## src/rtl/alu_pkg.sv

```systemverilog
// Shared types and encodings for the ALU operation sequencer: ALU op codes,
// RV32I opcode/funct fields handled by the decoder, and sequencer FSM states.
package alu_pkg;

    typedef enum logic [2:0] {
        ALU_AND = 3'b000,
        ALU_OR  = 3'b001,
        ALU_XOR = 3'b010,
        ALU_ADD = 3'b011,
        ALU_SUB = 3'b100,
        ALU_SLL = 3'b101,
        ALU_SRL = 3'b110,
        ALU_SRA = 3'b111
    } alu_op_t;

    localparam logic [6:0] OP_R      = 7'b0110011;
    localparam logic [6:0] OP_I      = 7'b0010011;
    localparam logic [6:0] OP_BRANCH = 7'b1100011;

    localparam logic [2:0] F3_ADD_SUB = 3'b000;
    localparam logic [2:0] F3_SLL     = 3'b001;
    localparam logic [2:0] F3_XOR     = 3'b100;
    localparam logic [2:0] F3_SRL_SRA = 3'b101;
    localparam logic [2:0] F3_OR      = 3'b110;
    localparam logic [2:0] F3_AND     = 3'b111;
    localparam logic [2:0] F3_BEQ     = 3'b000;
    localparam logic [2:0] F3_BNE     = 3'b001;

    localparam logic [6:0] F7_BASE = 7'b0000000;
    localparam logic [6:0] F7_ALT  = 7'b0100000;

    typedef enum logic [1:0] {
        S_IDLE = 2'b00,
        S_EXEC = 2'b01,
        S_RESP = 2'b10
    } seq_state_t;

endpackage

```

## src/rtl/alu_decoder.sv

```systemverilog
// Combinational RV32I decoder for the subset the ALU sequencer supports:
// R/I-type logic, add/sub and shifts, plus beq/bne. Anything else is illegal.
module alu_decoder
    import alu_pkg::*;
#(
    parameter int XLEN = 32
) (
    input  logic [31:0]     instr,
    output alu_op_t         alu_op,
    output logic            use_imm,
    output logic [XLEN-1:0] imm,
    output logic            is_shift,
    output logic            is_branch,
    output logic            branch_ne,
    output logic            illegal,
    output logic            wb_en
);

    logic [6:0] opcode;
    logic [2:0] funct3;
    logic [6:0] funct7;
    logic [4:0] rd;
    logic       unused_rs1_field;

    assign opcode           = instr[6:0];
    assign funct3           = instr[14:12];
    assign funct7           = instr[31:25];
    assign rd               = instr[11:7];
    assign unused_rs1_field = ^instr[19:15];

    always_comb begin
        // NOTE: every output gets a default first so no path through the case infers a latch.
        alu_op    = ALU_ADD;
        use_imm   = 1'b0;
        imm       = {{(XLEN-12){instr[31]}}, instr[31:20]};
        is_shift  = 1'b0;
        is_branch = 1'b0;
        branch_ne = 1'b0;
        illegal   = 1'b1;

        case (opcode)
            OP_R: begin
                case (funct3)
                    F3_ADD_SUB: begin
                        if (funct7 == F7_BASE) begin
                            alu_op  = ALU_ADD;
                            illegal = 1'b0;
                        end else if (funct7 == F7_ALT) begin
                            alu_op  = ALU_SUB;
                            illegal = 1'b0;
                        end
                    end
                    F3_SLL: begin
                        alu_op   = ALU_SLL;
                        is_shift = 1'b1;
                        illegal  = (funct7 != F7_BASE);
                    end
                    F3_XOR: begin
                        alu_op  = ALU_XOR;
                        illegal = (funct7 != F7_BASE);
                    end
                    F3_SRL_SRA: begin
                        is_shift = 1'b1;
                        if (funct7 == F7_BASE) begin
                            alu_op  = ALU_SRL;
                            illegal = 1'b0;
                        end else if (funct7 == F7_ALT) begin
                            alu_op  = ALU_SRA;
                            illegal = 1'b0;
                        end
                    end
                    F3_OR: begin
                        alu_op  = ALU_OR;
                        illegal = (funct7 != F7_BASE);
                    end
                    F3_AND: begin
                        alu_op  = ALU_AND;
                        illegal = (funct7 != F7_BASE);
                    end
                    default: ;
                endcase
            end
            OP_I: begin
                use_imm = 1'b1;
                case (funct3)
                    F3_ADD_SUB: begin
                        alu_op  = ALU_ADD;
                        illegal = 1'b0;
                    end
                    F3_XOR: begin
                        alu_op  = ALU_XOR;
                        illegal = 1'b0;
                    end
                    F3_OR: begin
                        alu_op  = ALU_OR;
                        illegal = 1'b0;
                    end
                    F3_AND: begin
                        alu_op  = ALU_AND;
                        illegal = 1'b0;
                    end
                    F3_SLL: begin
                        alu_op   = ALU_SLL;
                        is_shift = 1'b1;
                        imm      = {{(XLEN-5){1'b0}}, instr[24:20]};
                        illegal  = (funct7 != F7_BASE);
                    end
                    F3_SRL_SRA: begin
                        is_shift = 1'b1;
                        imm      = {{(XLEN-5){1'b0}}, instr[24:20]};
                        if (funct7 == F7_BASE) begin
                            alu_op  = ALU_SRL;
                            illegal = 1'b0;
                        end else if (funct7 == F7_ALT) begin
                            alu_op  = ALU_SRA;
                            illegal = 1'b0;
                        end
                    end
                    default: ;
                endcase
            end
            OP_BRANCH: begin
                alu_op    = ALU_SUB;
                is_branch = 1'b1;
                if (funct3 == F3_BEQ) begin
                    illegal = 1'b0;
                end else if (funct3 == F3_BNE) begin
                    branch_ne = 1'b1;
                    illegal   = 1'b0;
                end
            end
            default: ;
        endcase

        wb_en = !illegal && !is_branch && (rd != 5'd0);
    end

endmodule

```

## src/rtl/alu_op_sequencer.sv

```systemverilog
// Sequences one decoded RV32I instruction through the external combinational
// ALU: accept request, drive operands for one cycle, return captured result.
module alu_op_sequencer
    import alu_pkg::*;
#(
    parameter int XLEN = 32
) (
    input  logic            clk,
    input  logic            reset,
    input  logic            req_valid,
    output logic            req_ready,
    input  logic [31:0]     req_instr,
    input  logic [XLEN-1:0] req_rs1_data,
    input  logic [XLEN-1:0] req_rs2_data,
    output logic [XLEN-1:0] alu_a,
    output logic [XLEN-1:0] alu_b,
    output logic [2:0]      alu_control,
    input  logic [XLEN-1:0] alu_result,
    input  logic            alu_zero,
    output logic            rsp_valid,
    input  logic            rsp_ready,
    output logic [XLEN-1:0] rsp_result,
    output logic [4:0]      rsp_rd,
    output logic            rsp_wb_en,
    output logic            rsp_branch_taken,
    output logic            rsp_illegal
);

    alu_op_t         dec_alu_op;
    logic            dec_use_imm;
    logic [XLEN-1:0] dec_imm;
    logic            dec_is_shift;
    logic            dec_is_branch;
    logic            dec_branch_ne;
    logic            dec_illegal;
    logic            dec_wb_en;
    logic [XLEN-1:0] operand_b;

    seq_state_t      state_q, state_d;
    logic [XLEN-1:0] alu_a_q, alu_a_d;
    logic [XLEN-1:0] alu_b_q, alu_b_d;
    alu_op_t         alu_op_q, alu_op_d;
    logic [4:0]      rd_q, rd_d;
    logic            wb_pend_q, wb_pend_d;
    logic            is_branch_q, is_branch_d;
    logic            branch_ne_q, branch_ne_d;
    logic [XLEN-1:0] rsp_result_q, rsp_result_d;
    logic            rsp_wb_en_q, rsp_wb_en_d;
    logic            rsp_taken_q, rsp_taken_d;
    logic            rsp_illegal_q, rsp_illegal_d;

    alu_decoder #(.XLEN(XLEN)) u_decoder (
        .instr     (req_instr),
        .alu_op    (dec_alu_op),
        .use_imm   (dec_use_imm),
        .imm       (dec_imm),
        .is_shift  (dec_is_shift),
        .is_branch (dec_is_branch),
        .branch_ne (dec_branch_ne),
        .illegal   (dec_illegal),
        .wb_en     (dec_wb_en)
    );

    // Shift amounts only ever reach the ALU as a 5-bit zero-extended value.
    always_comb begin
        operand_b = dec_use_imm ? dec_imm : req_rs2_data;
        if (dec_is_shift) begin
            operand_b[XLEN-1:5] = '0;
        end
    end

    always_comb begin
        state_d       = state_q;
        alu_a_d       = alu_a_q;
        alu_b_d       = alu_b_q;
        alu_op_d      = alu_op_q;
        rd_d          = rd_q;
        wb_pend_d     = wb_pend_q;
        is_branch_d   = is_branch_q;
        branch_ne_d   = branch_ne_q;
        rsp_result_d  = rsp_result_q;
        rsp_wb_en_d   = rsp_wb_en_q;
        rsp_taken_d   = rsp_taken_q;
        rsp_illegal_d = rsp_illegal_q;

        case (state_q)
            S_IDLE: begin
                if (req_valid) begin
                    rd_d = req_instr[11:7];
                    if (dec_illegal) begin
                        rsp_result_d  = '0;
                        rsp_wb_en_d   = 1'b0;
                        rsp_taken_d   = 1'b0;
                        rsp_illegal_d = 1'b1;
                        state_d       = S_RESP;
                    end else begin
                        alu_a_d     = req_rs1_data;
                        alu_b_d     = operand_b;
                        alu_op_d    = dec_alu_op;
                        wb_pend_d   = dec_wb_en;
                        is_branch_d = dec_is_branch;
                        branch_ne_d = dec_branch_ne;
                        state_d     = S_EXEC;
                    end
                end
            end
            S_EXEC: begin
                rsp_result_d  = alu_result;
                rsp_wb_en_d   = wb_pend_q;
                rsp_taken_d   = is_branch_q && (alu_zero ^ branch_ne_q);
                rsp_illegal_d = 1'b0;
                state_d       = S_RESP;
            end
            S_RESP: begin
                if (rsp_ready) begin
                    state_d = S_IDLE;
                end
            end
            default: state_d = S_IDLE;
        endcase
    end

    // NOTE: sequential state uses non-blocking assignments so every register samples pre-edge values.
    always_ff @(posedge clk) begin
        if (reset) begin
            state_q       <= S_IDLE;
            alu_a_q       <= '0;
            alu_b_q       <= '0;
            alu_op_q      <= ALU_AND;
            rd_q          <= '0;
            wb_pend_q     <= 1'b0;
            is_branch_q   <= 1'b0;
            branch_ne_q   <= 1'b0;
            rsp_result_q  <= '0;
            rsp_wb_en_q   <= 1'b0;
            rsp_taken_q   <= 1'b0;
            rsp_illegal_q <= 1'b0;
        end else begin
            state_q       <= state_d;
            alu_a_q       <= alu_a_d;
            alu_b_q       <= alu_b_d;
            alu_op_q      <= alu_op_d;
            rd_q          <= rd_d;
            wb_pend_q     <= wb_pend_d;
            is_branch_q   <= is_branch_d;
            branch_ne_q   <= branch_ne_d;
            rsp_result_q  <= rsp_result_d;
            rsp_wb_en_q   <= rsp_wb_en_d;
            rsp_taken_q   <= rsp_taken_d;
            rsp_illegal_q <= rsp_illegal_d;
        end
    end

    assign req_ready        = (state_q == S_IDLE);
    assign rsp_valid        = (state_q == S_RESP);
    assign alu_a            = alu_a_q;
    assign alu_b            = alu_b_q;
    assign alu_control      = alu_op_q;
    assign rsp_result       = rsp_result_q;
    assign rsp_rd           = rd_q;
    assign rsp_wb_en        = rsp_wb_en_q;
    assign rsp_branch_taken = rsp_taken_q;
    assign rsp_illegal      = rsp_illegal_q;

endmodule

```

## config.mk

```make
export PLATFORM = sky130hd
export DESIGN_NAME = alu_op_sequencer
export DESIGN_NICKNAME = d
export VERILOG_FILES = /design/src/rtl/alu_pkg.sv /design/src/rtl/alu_decoder.sv /design/src/rtl/alu_op_sequencer.sv
export SDC_FILE = /design/constraint.sdc
export NUM_CORES = 1
export LEC_CHECK = 0
export ABC_AREA = 1
export BUFFER_PORTS_ARGS = -buffer_cell sky130_fd_sc_hd__clkbuf_2
export CORE_MARGIN = 3
export CORE_UTILIZATION = 40
export DETAILED_ROUTE_END_ITERATION = 8
export PLACE_DENSITY = 0.73
export SLEW_MARGIN = 10
export SYNTH_ARGS = -nofsm -noshare
export SYNTH_HDL_FRONTEND = slang
export SYNTH_SLANG_ARGS = --single-unit
export TNS_END_PERCENT = 10
```

## constraint.sdc

```tcl
create_clock -name clk -period 1.41 [get_ports clk]
set_input_delay 0.0705 -clock clk [delete_from_list [all_inputs] [get_ports clk]]
set_output_delay 0.0705 -clock clk [all_outputs]
set_load 0.1 [all_outputs]
```

==> results of run 1 <==
Yosys cell counts, types with 2 or more instances:
cell type | number | area (sq um)
sky130_fd_sc_hd__nand2_1 | 234 | 878
sky130_fd_sc_hd__dfxtp_1 | 112 | 2240
sky130_fd_sc_hd__nor2_1 | 71 | 267
sky130_fd_sc_hd__nand3_1 | 65 | 325
sky130_fd_sc_hd__inv_1 | 58 | 218
sky130_fd_sc_hd__a21oi_1 | 54 | 270
sky130_fd_sc_hd__clkbuf_1 | 25 | 93.8
sky130_fd_sc_hd__o211ai_1 | 21 | 158
sky130_fd_sc_hd__o21ai_2 | 20 | 175
sky130_fd_sc_hd__o21ai_0 | 15 | 75.1
sky130_fd_sc_hd__buf_2 | 12 | 60.1
sky130_fd_sc_hd__buf_6 | 9 | 101
sky130_fd_sc_hd__nand2_2 | 4 | 25.0
sky130_fd_sc_hd__nor2_2 | 4 | 25.0
sky130_fd_sc_hd__nand4_1 | 3 | 18.8
sky130_fd_sc_hd__nor3_1 | 3 | 15.0
sky130_fd_sc_hd__inv_2 | 2 | 7.51
sky130_fd_sc_hd__nand3_2 | 2 | 20.0
sky130_fd_sc_hd__o21bai_1 | 2 | 15.0
metal layers:
layer / GRT usage [%] / vias up / share of wire, %
met2: 37.7 / 216 / 49
li1: - / 2891 / -
met4: 8.69 / 0 / 1.9
met1: 27.9 / 2521 / 42
met5: 0 / - / 0
met3: 4.93 / 17 / 7.0
what timing repair did:
action,4_1_cts,5_1_grt
gates resized for setup,0,8
buffers inserted,0,1
setup endpoints to repair,0,55
hold buffers,38,0
hold endpoints to repair,38,0
kinds of logic after synthesis:
family,share of synthesized area (%)
AOI/OAI and AO/OA,14.1
buffers and inverters,9.74
DFF,44.3
and+or+nand+nor,31.8
worst max-delay path: stages, from the launching register on:
cell	delay, ns
sky130_fd_sc_hd__dfxtp_2	0.35
sky130_fd_sc_hd__nor2_4	0.12
sky130_fd_sc_hd__nand2_2	0.10
sky130_fd_sc_hd__inv_4	0.10
sky130_fd_sc_hd__nand2_8	0.09
sky130_fd_sc_hd__inv_8	0.11
sky130_fd_sc_hd__buf_12	0.16
sky130_fd_sc_hd__nand2_1	0.06
sky130_fd_sc_hd__a21oi_1	0.15
area by class of cell:
| class | instances | area, sq um |
|---|---|---|
| timing repair buffer | 324 | 2120 |
| tap | 168 | 210 |
| clock inverter | 4 | 76.3 |
| clock buffer | 12 | 256 |
| inverter | 62 | 243 |
| sequential | 112 | 2240 |
| multi-input combinational | 505 | 2370 |
| fill | 1161 | 4690 |
placed cells by master (no fill, tap or decap), types with 2 or more instances in the layout:
cell type / synthesis / final
sky130_fd_sc_hd__a21oi_1: 54 / 52
sky130_fd_sc_hd__a21oi_2: 0 / 2
sky130_fd_sc_hd__buf_12: 0 / 13
sky130_fd_sc_hd__buf_4: 0 / 38
sky130_fd_sc_hd__bufinv_16: 0 / 2
sky130_fd_sc_hd__clkbuf_16: 0 / 10
sky130_fd_sc_hd__clkbuf_2: 0 / 234
sky130_fd_sc_hd__clkbuf_8: 0 / 2
sky130_fd_sc_hd__dfxtp_1: 112 / 110
sky130_fd_sc_hd__dfxtp_2: 0 / 2
sky130_fd_sc_hd__dlygate4sd3_1: 0 / 38
sky130_fd_sc_hd__inv_1: 58 / 57
sky130_fd_sc_hd__inv_2: 2 / 2
sky130_fd_sc_hd__nand2_1: 234 / 233
sky130_fd_sc_hd__nand2_2: 4 / 4
sky130_fd_sc_hd__nand3_1: 65 / 65
sky130_fd_sc_hd__nand3_2: 2 / 2
sky130_fd_sc_hd__nand4_1: 3 / 3
sky130_fd_sc_hd__nor2_1: 71 / 66
sky130_fd_sc_hd__nor2_2: 4 / 7
sky130_fd_sc_hd__nor2_4: 1 / 3
sky130_fd_sc_hd__nor3_1: 3 / 3
sky130_fd_sc_hd__o211ai_1: 21 / 21
sky130_fd_sc_hd__o21ai_0: 15 / 15
sky130_fd_sc_hd__o21ai_2: 20 / 20
sky130_fd_sc_hd__o21bai_1: 2 / 2
flip-flops by register name, summed over array words and instances (netlist names), 2 cells and up:
| register | flops |
|---|---|
| state_q | 2 |
| rsp_result | 32 |
| alu_control | 3 |
| alu_b | 32 |
| alu_a | 32 |
| rsp_rd | 5 |
through the flow:
stage / worst slack (ns) / power (mW) / instance area (sq um) / std cells / hold WS, ns
2_1_floorplan: -0.192 / 4.45 / 5080 / 725 / 0.213
3_3_place_gp: -0.216 / 4.87 / 6750 / 1131 / 0.300
3_5_place_dp: -0.278 / 4.87 / 6750 / 1131 / 0.304
4_1_cts: 0.0727 / 7.77 / 7460 / 1185 / 0.0332
5_1_grt: -0.00926 / 8.01 / 7520 / 1187 / 0.0661
6_report: 0.0897 / 7.70 / 7520 / 1187 / 0.0463
worst paths after layout:
| path | cells past startpoint | start | end |
|---|---|---|---|
| worst max-delay path | 8 | state_q[0]$_SDFFE_PP0P_ | alu_a[25]$_SDFFE_PP0P_ |
| worst min register to register | 2 | rsp_wb_en$_SDFFE_PP0P_ | rsp_wb_en$_SDFFE_PP0P_ |
| worst max register to register | 8 | state_q[0]$_SDFFE_PP0P_ | alu_a[25]$_SDFFE_PP0P_ |
| worst min-delay path | 5 | alu_result[8] | rsp_result[8]$_SDFFE_PP0P_ |
power breakdown:
group | switching (mW) | internal (mW)
clock network | 1.14 | 1.66
logic | 1.13 | 0.466
registers | 0.0495 | 3.25
==> metrics.log, run 1 <==
INFO  metric run_status = complete, no violations
INFO  metric netlist_instances = about 730
INFO  metric reg2reg_setup_slack = ~0.090 ns
INFO  metric yosysUniqueCellTypes = 28
INFO  metric synth_fp_nets = 858
INFO  metric postRouteWirelength = approximately 16000 um
INFO  metric final_util = 61.6%
INFO  metric final_layout_size_suffix_gt1_share = approximately a third
INFO  metric drtPass1Iterations = 4
INFO  metric ios = about 240
INFO  metric netlist_area = 0.00506 sq mm
INFO  metric setup-tns-final = 0 ns
INFO  metric yosys_warnings = 0
INFO  metric insertedDiodeCount = 0
INFO  metric clock_path_buffers = 2
INFO  metric tritoncts_clock_tree = built
INFO  metric worstPathMaxFanout = 17
INFO  metric slew_viol_final = 0
INFO  metric rsz0062_at_grt = true
INFO  metric first_pass_grt_wire_length = approximately 26000 um
INFO  metric dpl.hpwl = about 11000 um
INFO  metric via_per_inst = between 4 and 5
INFO  metric setup.worst_path.class = flop to flop
INFO  metric area_delta_synth_final = 48.7%
INFO  metric power.density_cell_area = ~1000 mW/mm^2
INFO  metric synth.ff_latch_count = between 100 and 150
INFO  metric wl_per_cell = between 10 and 15 um
INFO  metric first_global_vias = roughly 5400
INFO  metric timing.final.crit_share = 93.6%
INFO  metric die_width = around 120 um
INFO  metric timing.critical_path.to_type = flop
INFO  metric synth-edff-count = 0
INFO  metric 1st_iter_drt_viols = 323
INFO  metric drv_cap = 0
INFO  metric cts_made_buffers = 9
INFO  metric portBuffers = between 200 and 250
INFO  metric drcViolationCount = 0
INFO  metric critPathLaunchType = flop
INFO  metric crit_required = between 1.5 and 2 ns
INFO  metric coreArea = 0.0122 sq mm
INFO  metric maxSlewHeadroom = between 50% and 60%
INFO  metric synth-main-ff-cell = sky130_fd_sc_hd__dfxtp_1
INFO  metric async_reset_ff_share = 0%
INFO  metric gp_congestion = ~0.9
INFO  metric synth_seq_area_share = 44.3%
INFO  metric grt_start_max_net_pins = 76
INFO  metric synth.avg_cell_area = 6.98 sq um
INFO  metric hold_viol_final = 0
INFO  metric grt_use_total = between 20 and 25%
INFO  metric finalNetCount = about 1100
INFO  metric largest_clock_skew_in_the_final_design = 0.00455 ns
INFO  metric worst_hold_path_type = primary input to flop
INFO  metric cts-root-buf = sky130_fd_sc_hd__clkbuf_16
INFO  metric die_height = about 120 um
INFO  metric vias = between 5000 and 6000
INFO  metric max_freq = between 0.7 and 0.8 GHz
INFO  metric power.ir.vdd_worst = 534 uV
INFO  metric worst-slew-pin-transition = about 0.6 ns
INFO  metric power.static_leakage = 3.66 nW
INFO  metric ant_nets = 0
INFO  metric critical_path_arrival = ~1.6 ns
INFO  metric antenna_found_initial = 0
INFO  metric initial_core_util = between 40% and 50%
INFO  metric setup_violations = 0
INFO  metric clk_pin_slew = 0.07 ns
INFO  metric die_area = around 0.014 sq mm
INFO  metric overflow = 0
INFO  metric cts.htree.levels = 3
INFO  metric clk-insertion-delay-late = ~0.35 ns
INFO  metric clock_sink_count = ~110
INFO  metric min_period = roughly 1.3 ns
INFO  metric rows = 40
Power figures use the tool's default switching activity.
==> run 2: changes to the inputs <==
RECOVER_POWER = 25   (was unset)
==> run 2 against run 1 <==
Effect of this change:
- clock skew barely moved
- register-to-register slack barely moved
- total power is essentially flat
- via count down 0.27%
- setup slack about the same
- critical path depth is the same
- critical path type unchanged
- critical endpoint unchanged
- largest power group unchanged
==> metrics.log, run 2 (synthesized netlist as in run 1, its figures left out) <==
INFO  metric run_status = complete, no violations
INFO  metric seq_power_share = 42.9% (about the same)
INFO  metric layout.cell_area.non_filler = 0.00752 sq mm (about the same)
INFO  metric critical_path.max_stage_delay = 0.35 ns (about the same)
INFO  metric first_global_vias = 5419 (unchanged)
INFO  metric crit-reg2reg-launch = state_q[0]$_SDFFE_PP0P_
INFO  metric hold_viol_final = 0 (unchanged)
INFO  metric via_per_inst = 4.74 (-0.27%)
INFO  metric coreArea = 0.0122 sq mm (unchanged)
INFO  metric overflow = 0 (unchanged)
INFO  metric drcViolationCount = 0 (unchanged)
INFO  metric timing.critical_path.depth = 8 (unchanged)
INFO  metric rows = 40 (unchanged)
INFO  metric wl_per_cell = 13.4 um (+0.22%)
INFO  metric largest_clock_skew_in_the_final_design = 0.00476 ns (+0.000207 ns)
INFO  metric finalHoldWorstSlack = 0.0457 ns (-0.000553 ns)
INFO  metric crit_required = 1.68 ns (about the same)
INFO  metric postRouteWirelength = 15900 um (+0.22%)
INFO  metric min_path_cells = 5 (unchanged)
INFO  metric cts.htree.levels = 3 (unchanged)
INFO  metric p_int = 5.38 mW (about the same)
INFO  metric max_freq = 0.758 GHz (about the same)
INFO  metric critPathBufInv = 3 (unchanged)
INFO  metric ios = 242 (unchanged)
INFO  metric min_period = 1.32 ns (-0.000440 ns)
INFO  metric placed_area = 0.00675 sq mm (unchanged)
INFO  metric final_layout_size_suffix_gt1_share = 34.0% (-0.098 points)
INFO  metric cp-startpoint = state_q[0]$_SDFFE_PP0P_
INFO  metric layout.cells.most_common_list = 234 x sky130_fd_sc_hd__nand2_1, 234 x sky130_fd_sc_hd__clkbuf_2, 110 x sky130_fd_sc_hd__dfxtp_1
INFO  metric timing.final.crit_share = 93.6% (about the same)
INFO  metric swShare = 30.1% (about the same)
INFO  metric dpl.hpwl = 11000 um (unchanged)
INFO  metric finalNetCount = 1147 (unchanged)
INFO  metric 1st_iter_drt_viols = 330 (+2.2%)
INFO  metric clk-insertion-delay-late = 0.35 ns (about the same)
INFO  metric rsz0062_at_grt = true
INFO  metric cell_type_group_with_the_largest_total_delay_on_the_critical_path = buffers and inverters
INFO  metric power.density_cell_area = 1020 mW/mm^2 (about the same)
INFO  metric die_height = 118 um (unchanged)
INFO  metric drv_cap = 0 (unchanged)
INFO  metric area_delta_synth_final = 48.6% (about the same)
INFO  metric power.static_leakage = 3.66 nW (about the same)
INFO  metric worst-slew-pin-transition = 0.597 ns (-0.00560 ns)
INFO  metric antenna_found_initial = 0 (unchanged)
INFO  metric first_pass_grt_wire_length = 26000 um (unchanged)
INFO  metric critical_path_arrival = 1.59 ns (about the same)
INFO  metric filler_cells_inserted = 1162 (+0.086%)
INFO  metric hp-start = alu_result[8]
INFO  metric worst_reg_to_reg_cells = 8 (unchanged)
INFO  metric clock_path_buffers = 2 (unchanged)
INFO  metric tritoncts_clock_tree = built
INFO  metric p_comb_share = 20.7% (about the same)
INFO  metric die_area = 0.0140 sq mm (unchanged)
INFO  metric post-layout-total-power = 7.70 mW (about the same)
INFO  metric grt_start_max_net_pins = 76 (unchanged)
INFO  metric maxSlewHeadroom = 60.3% (+0.37 points)
INFO  metric cts-root-buf = sky130_fd_sc_hd__clkbuf_16
INFO  metric slew_viol_final = 0 (unchanged)
INFO  metric setup_violations = 0 (unchanged)
INFO  metric clk_pin_slew = 0.07 ns (about the same)
INFO  metric critPathLaunchType = flop
INFO  metric ant_nets = 0 (unchanged)
INFO  metric insertedDiodeCount = 0 (unchanged)
INFO  metric timing.critical_path.to_type = flop
INFO  metric initial_core_util = 41.4% (unchanged)
INFO  metric power.ir.vdd_worst = 533 uV (-0.10%)
INFO  metric critPathSlowestCell = sky130_fd_sc_hd__dfxtp_2
INFO  metric gp_congestion = 0.880 (unchanged)
INFO  metric critical_path_cell_list = nor2_4, nand2_2, inv_4, nand2_8, inv_8, buf_12, nand2_1, a21oi_1
INFO  metric die_width = 118 um (unchanged)
INFO  metric setup.worst_path.class = flop to flop
INFO  metric p_clk_share = 36.4% (about the same)
INFO  metric portBuffers = 236 (unchanged)
INFO  metric drtPass1Iterations = 4 (unchanged)
INFO  metric grt_use_total = 22.4% (unchanged)
INFO  metric worst_hold_path_type = primary input to flop
INFO  metric cts_made_buffers = 9 (unchanged)
INFO  metric worstPathMaxFanout = 17 (unchanged)
INFO  metric clock_sink_count = 112 (unchanged)
INFO  metric vias = 5630 (-0.27%)
INFO  metric power_switching = 2.32 mW (about the same)
[run 2: changes by cell type in the layout (fill, tap and decap cells not counted), sizes merged]
cell / delta
buf: -1
clkbuf: +1
[run 2: metrics by stage]
| stage | cells | setup WS (ns) | setup TNS, ns | utilization [%] |
|---|---|---|---|---|
| 2_1_floorplan | 725 | -0.192 | -12.83 | - |
| 3_3_place_gp | 1131 | -0.216 | -18.77 | 55.3 |
| 3_5_place_dp | 1131 | -0.278 | -23.22 | 55.3 |
| 4_1_cts | 1185 | 0.0727 | 0 | 61.1 |
| 5_1_grt | 1187 | -0.00926 | -0.0193 | 61.6 |
| 6_report | 1187 | 0.0901 | 0 | 61.6 |
[run 2: routing by layer]
layer / share of wire, % / GRT usage, % / up-vias
li1: - / - / 2889
met1: 43 / 27.9 / 2517
met2: 48 / 37.7 / 207
met3: 6.6 / 4.93 / 17
met4: 1.9 / 8.69 / 0
met5: 0 / 0 / -
[run 2: cell type report]
class	count	area [sq um]	area share [%]
multi-input cells	505	2370	31.5
flip-flops and latches	112	2240	29.8
repair buffers	324	2120	28.2
clock buffers	12	256	3.41
inverters	62	243	3.23
well taps	168	210	2.79
clock inverters	4	76.3	1.01
[run 2: timing repair]
action                     CTS  global route
hold buffers                38             0
setup endpoints to repair    0            55
hold endpoints to repair    38             0
setup buffers                0             1
resized for setup            0             8
[run 2: power by group through the flow]
stage          clock network [mW]  registers, mW  logic (mW)
2_1_floorplan                   0           4.02       0.433
3_3_place_gp                    0           3.37        1.49
3_5_place_dp                    0           3.38        1.50
4_1_cts                      2.88           3.30        1.58
5_1_grt                      2.99           3.31        1.71
6_report                     2.80           3.30        1.59
[run 2: worst reg2reg max path: cells and delay by family (launching register included)]
family,cells,cell delay (ns)
simple gates,4,0.38
buf+inv,3,0.37
flops,1,0.35
compound gates,1,0.15
[run 2: final timing paths]
path / endpoint / slack [ns]
hold reg to reg: rsp_wb_en$_SDFFE_PP0P_ / 0.46
hold / removal: rsp_result[8]$_SDFFE_PP0P_ / 0.05
setup / recovery: alu_a[25]$_SDFFE_PP0P_ / 0.09
setup reg to reg: alu_a[25]$_SDFFE_PP0P_ / 0.09
